==> src/rtl/mix_batch_arbiter.sv <==
// Round-robin arbiter that shares one mixing tank controller between NREQ recipe requesters.
// Optional statistics counters (batch_cnt, fault_cnt) are enabled by defining MIX_BATCH_STATS_EN.
module mix_batch_arbiter #(
    parameter int NREQ = 4,
    parameter int WIDTH = 8,
    parameter int WDOG_W = 16,
    parameter logic [WDOG_W-1:0] WDOG_LIMIT = 16'hFFFF
) (
    input  logic                      clk,
    input  logic                      rst,
    input  logic [NREQ-1:0]           req,
    input  logic [NREQ*WIDTH-1:0]     mix_time,
    input  logic [NREQ*WIDTH-1:0]     drain_time,
    input  logic                      tank_busy,
    input  logic                      tank_done,
    input  logic                      estop,
    input  logic                      fault_clr,
    output logic                      start,
    output logic [WIDTH-1:0]          mix_load,
    output logic [WIDTH-1:0]          drain_load,
    output logic [NREQ-1:0]           grant,
    output logic [$clog2(NREQ)-1:0]   active_id,
    output logic [NREQ-1:0]           batch_done,
    output logic                      fault
`ifdef MIX_BATCH_STATS_EN
    ,
    output logic [15:0]               batch_cnt,
    output logic [7:0]                fault_cnt
`endif
);

    localparam int IDW = $clog2(NREQ);

    typedef enum logic [2:0] {
        ST_IDLE  = 3'd0,
        ST_START = 3'd1,
        ST_RUN   = 3'd2,
        ST_DONE  = 3'd3,
        ST_FAULT = 3'd4
    } state_t;

    state_t              state_r;
    state_t              state_s;
    logic [IDW-1:0]      ptr_r;
    logic [IDW-1:0]      id_r;
    logic [IDW-1:0]      pick_s;
    logic [WIDTH-1:0]    mix_lat_r;
    logic [WIDTH-1:0]    drain_lat_r;
    logic [WDOG_W-1:0]   wdog_r;
    logic [NREQ-1:0]     onehot_s;
    logic                kill_s;
    logic                owned_s;

    function automatic logic [IDW-1:0] rr_pick(input logic [NREQ-1:0] r, input logic [IDW-1:0] p);
        logic [IDW-1:0] pick;
        logic           hit;
        int             idx;
        pick = p;
        hit  = 1'b0;
        for (int i = 0; i < NREQ; i++) begin
            idx = (int'(p) + i) % NREQ;
            if (!hit && r[idx]) begin
                hit  = 1'b1;
                pick = IDW'(idx);
            end
        end
        return pick;
    endfunction

    // Arbitration pick and output decode helpers
    always_comb begin
        pick_s   = rr_pick(req, ptr_r);
        onehot_s = {{(NREQ-1){1'b0}}, 1'b1} << id_r;
        kill_s   = (state_s == ST_FAULT);
        owned_s  = (state_r == ST_START) || (state_r == ST_RUN) || (state_r == ST_DONE);
    end

    // Next-state logic; estop overrides every state
    always_comb begin
        state_s = state_r;
        if (estop) begin
            state_s = ST_FAULT;
        end else begin
            case (state_r)
                ST_IDLE: begin
                    if (!tank_busy && (req != {NREQ{1'b0}})) state_s = ST_START;
                    else                                      state_s = ST_IDLE;
                end
                ST_START: state_s = ST_RUN;
                ST_RUN: begin
                    if (tank_done)                                  state_s = ST_DONE;
                    else if (wdog_r == (WDOG_LIMIT - {{(WDOG_W-1){1'b0}}, 1'b1})) state_s = ST_FAULT;
                    else                                            state_s = ST_RUN;
                end
                ST_DONE: state_s = ST_IDLE;
                ST_FAULT: begin
                    if (fault_clr) state_s = ST_IDLE;
                    else           state_s = ST_FAULT;
                end
                default: state_s = ST_FAULT;
            endcase
        end
    end

    // State, batch context, watchdog and round-robin pointer
    always_ff @(posedge clk or posedge rst) begin
        if (rst) begin
            state_r     <= ST_IDLE;
            ptr_r       <= {IDW{1'b0}};
            id_r        <= {IDW{1'b0}};
            mix_lat_r   <= {WIDTH{1'b0}};
            drain_lat_r <= {WIDTH{1'b0}};
            wdog_r      <= {WDOG_W{1'b0}};
        end else begin
            state_r <= state_s;
            if ((state_r == ST_IDLE) && (state_s == ST_START)) begin
                id_r        <= pick_s;
                mix_lat_r   <= mix_time[int'(pick_s)*WIDTH +: WIDTH];
                drain_lat_r <= drain_time[int'(pick_s)*WIDTH +: WIDTH];
            end
            if (state_r == ST_START)    wdog_r <= {WDOG_W{1'b0}};
            else if (state_r == ST_RUN) wdog_r <= wdog_r + {{(WDOG_W-1){1'b0}}, 1'b1};
            // Pointer only advances on a completed batch, never through a fault
            if ((state_r == ST_DONE) && (state_s == ST_IDLE))
                ptr_r <= (id_r == IDW'(NREQ-1)) ? {IDW{1'b0}} : id_r + {{(IDW-1){1'b0}}, 1'b1};
        end
    end

    // Registered outputs; a pending fault suppresses start/grant/batch_done at once
    always_ff @(posedge clk or posedge rst) begin
        if (rst) begin
            start      <= 1'b0;
            grant      <= {NREQ{1'b0}};
            batch_done <= {NREQ{1'b0}};
            mix_load   <= {WIDTH{1'b0}};
            drain_load <= {WIDTH{1'b0}};
            active_id  <= {IDW{1'b0}};
            fault      <= 1'b0;
        end else begin
            start      <= (state_r == ST_START) && !kill_s;
            grant      <= (owned_s && !kill_s) ? onehot_s : {NREQ{1'b0}};
            batch_done <= ((state_r == ST_DONE) && !kill_s) ? onehot_s : {NREQ{1'b0}};
            fault      <= kill_s;
            if ((state_r == ST_START) && !kill_s) begin
                active_id  <= id_r;
                mix_load   <= mix_lat_r;
                drain_load <= drain_lat_r;
            end
        end
    end

`ifdef MIX_BATCH_STATS_EN
    // Saturating statistics, cleared only by rst
    always_ff @(posedge clk or posedge rst) begin
        if (rst) begin
            batch_cnt <= 16'd0;
            fault_cnt <= 8'd0;
        end else begin
            if ((state_r == ST_DONE) && !kill_s && (batch_cnt != 16'hFFFF))
                batch_cnt <= batch_cnt + 16'd1;
            if (kill_s && (state_r != ST_FAULT) && (fault_cnt != 8'hFF))
                fault_cnt <= fault_cnt + 8'd1;
        end
    end
`endif

endmodule

==> config.mk <==
export PLATFORM = sky130hd
export DESIGN_NAME = mix_batch_arbiter
export DESIGN_NICKNAME = d
export VERILOG_FILES = /design/src/rtl/mix_batch_arbiter.sv
export SDC_FILE = /design/constraint.sdc
export NUM_CORES = 1
export LEC_CHECK = 0
export ABC_CLOCK_PERIOD_IN_PS = 5100
export CORE_MARGIN = 2
export CORE_UTILIZATION = 51
export DETAILED_ROUTE_END_ITERATION = 7
export PLACE_DENSITY = 0.86
export SLEW_MARGIN = 25
export SYNTH_ARGS = -nofsm -noshare
export SYNTH_HDL_FRONTEND = slang
export SYNTH_SLANG_ARGS = --single-unit
==> constraint.sdc <==
create_clock -name clk -period 5.1 [get_ports clk]
set_input_delay 1.02 -clock clk [delete_from_list [all_inputs] [get_ports clk]]
set_output_delay 1.02 -clock clk [all_outputs]
set_load 0.005 [all_outputs]
==> flow_summary.yaml <==
hold_path:
  holdPathEnd: "drain_lat_r[0]"
  hp-class: "flip-flop to flip-flop"
  worstHoldStart: "drain_lat_r[0]"
  hold_depth: 2
power_and_ir_drop:
  share_comb_of_total_power_pct: 19.1
  switching_share_pct: 24.7
  peakVddDrop_mv: 0.175
  p_int_w: 0.000999
  powerDensity_mw_per_mm2: 291
  pwr-share-seq_pct: 48.7
  leakage_nw: 1.98
  clkPwrFrac_pct: 32.3
  switchingPower_w: 0.000328
  p_total_w: 0.00133
global_route:
  grt_pass1_wl_microns: 13300
  antenna_found_initial: 0
  track_usage_pct: 23.4
  grt_pass1_vias: 2774
  grt_overflow: 0
  grt_max_degree: 45
critical_path:
  r2r_slack_ns: 2.67
  critPathRequiredTime_ns: 5.27
  crit_chain: "clkdlybuf4s50_1 -> nor4_1 -> nor2_1 -> nand3_1 -> or2_1 -> o221ai_1"
  critPathKind: "input pin to flip-flop"
  crit_arrival_ns: 3.49
  cp-start-kind: "input pin"
  critPathSlowestCell: "or2_1"
  path_max_fanout: 20
  r2r-end: "drain_lat_r[7]"
  r2r_cells: 4
  reg2reg_from: "state_r[2]"
  critPathMaxStageDelay_ns: 0.60
  crit_path_end_kind: "flip-flop"
clock_network:
  path_clk_slew_ns: 0.06
  clockBufferDepth: 2
  worstSkewPairLatency_ns: 0.34
  cts_sinks: 67
  cts_tree: "done"
  post_cts_buffers: 0
  hold_buffers: 0
  cts-resized-gates: 0
  htreeDepth: 3
  cts_root_buf: "clkbuf_8"
  numCtsBuffers: 9
synth:
  synth_seq_area_share_pct: 49.7
  syn-num-nets: 371
  synthArstFlopShare_pct: 100
  synth_edf_count: 0
  ys_warn_count: 0
  synth_top_flop_cell: "dfrtp_1"
  synth-seq-cells: 67
  synth_area_sq_mm: 0.00337
  avgSynthCellArea_sq_um: 11.6
  synth_cells: 291
  ys_types: 49
placement:
  place_ws_ns: 1.43
  placed_area_sq_mm: 0.00437
  place.gp.congestion: 0.851
  io_buffer_count: 101
  hpwl_microns: 5950
sta:
  slew_violations: 0
  setup_violations: 0
  rsz0062_at_grt: "false"
  worst_slack_ns: 1.78
  fin_crit_ns: 3.32
  fin_setup_tns_ns: 0
  max_freq_mhz: 301
  finClkSkew_ns: 0.00888
  slew_headroom_pct: 40.9
  period_share_pct: 65.1
  hold_viol: 0
  tightest_slew_ns: 0.886
cells_and_area:
  multi_input_area_sq_mm: 0.00155
  final_area_sq_mm: 0.00456
  drive_above_1_share_pct: 11.4
  area_delta_synth_final_pct: 35.1
  nNetsFinal: 469
  fin_util_pct: 71.4
  diodes: 0
  layout.area.seq_sq_mm: 0.00168
  fillers: 462
routing:
  remaining_drc_errors: 0
  wl_per_cell_microns: 17.1
  wl_microns: 8030
  drt_iter0_drc: 130
  via_per_inst: 5.63
  final_antenna_net_count: 0
  via_count: 2652
  first_pass_iters: 4
floorplanning:
  ioPinCount: 102
  die_w_microns: 85.3
  core_sq_mm: 0.00639
  dieHeight_microns: 85.3
  num_rows: 29
  start_util_pct: 52.8
  die-area_sq_mm: 0.00728
job:
  maxCapViolCount: 0
status:
  status: "finished clean"
==> synth_stat cells, types with 2 or more instances <==
master    instances  area [sq um]
nand3_1           9          45.0
nor2_1           11          41.3
mux2i_1          35           350
or3_1             2          12.5
o221ai_1         16           140
inv_1             8          30.0
nand4_1           4          25.0
o311ai_1          2          17.5
xnor2_1           2          17.5
o21ai_0          15          75.1
and2_1            8          50.1
a31oi_1           3          18.8
nand2_1          27           101
nand2b_1          3          18.8
mux2_2           20           225
and3_1            3          18.8
or4_4             2          22.5
ha_1              6          75.1
a21oi_1           4          20.0
o211ai_1          2          15.0
nor4_1            2          12.5
buf_12            3          60.1
clkbuf_1          3          11.3
and2b_1           2          15.0
dfrtp_1          67          1680
nor3_1            3          15.0
buf_2             7          35.0
==> metal layers <==
metal,GRT usage (%),vias to the layer above,share of wire [%]
met2,38.8,84,54
li1,-,1267,-
met1,29.4,1282,39
met4,11.7,0,3.0
met3,3.99,19,4.0
met5,0,-,0
==> power by group through the flow <==
stage	clock (W)	combinational, W	sequential, W
after floorplan	0	0.000117	0.000643
after global placement	0	0.000244	0.000652
after detailed placement	0	0.000255	0.000653
after CTS	0.000431	0.000256	0.000645
after global routing	0.000463	0.000276	0.000654
final	0.000428	0.000253	0.000646
==> per-stage QoR <==
step           std cells  hold slack [ns]
3_3_place_gp         455            0.467
5_1_grt              471            0.515
4_1_cts              471            0.493
3_5_place_dp         455            0.476
6_report             471            0.489
2_1_floorplan        291            0.450
==> state kept, by name, indices dropped and copies added, names as in the netlist <==
signal and cells:
grant 4, wdog_r 16, drain_lat_r 8, mix_load 8, fault 1, active_id 2
ptr_r 2, state_r 3, start 1, drain_load 8, mix_lat_r 8, batch_done 4
id_r 2
==> cells by family after synthesis <==
family,Yosys count,share of synthesized area (%)
XOR/XNOR,3,0.779
AO/OA/AOI/OAI,48,10.2
flip-flops,67,49.7
adder cells (fa/ha/maj),6,2.23
AND/OR/NAND/NOR,88,15.3
buffers and inverters,23,4.38
multiplexers,56,17.4
==> worst max-delay path, delay by kind of cell <==
family / cells / cell delay [ns]
AO/OA/AOI/OAI: 1 / 0.23
buffers and inverters: 1 / 0.48
AND/OR/NAND/NOR: 4 / 1.75
==> final cells by class <==
class | count | share of cell area, %
clock buffers | 14 | 3.35
flip-flops and latches | 67 | 36.8
inverters | 8 | 0.659
well taps | 77 | 2.11
multi-input cells | 201 | 34.0
clock inverters | 2 | 0.769
repair buffers | 102 | 22.4
==> worst max-delay path by stage <==
stage	startpoint	slack (ns)	cells past startpoint	endpoint
finish	req[2]	1.78	6	drain_lat_r[7]
global placement	req[2]	1.65	6	drain_lat_r[0]
floorplan	rst	2.40	1	active_id[0]
detailed placement	req[2]	1.43	6	drain_lat_r[7]
global route	req[2]	1.57	6	drain_lat_r[0]
CTS	req[2]	1.78	6	drain_lat_r[0]
==> layout by cell type (no fill, tap or decap), drive strengths merged, types with 10 or more instances in the layout <==
master,count
nand3,10
mux2i,35
nand2,28
dfrtp,67
nor2,12
o21ai,16
o221ai,16
clkbuf,14
mux2,21
clkdlybuf4s50,101
Note: power is estimated with default switching activity, not from simulation.
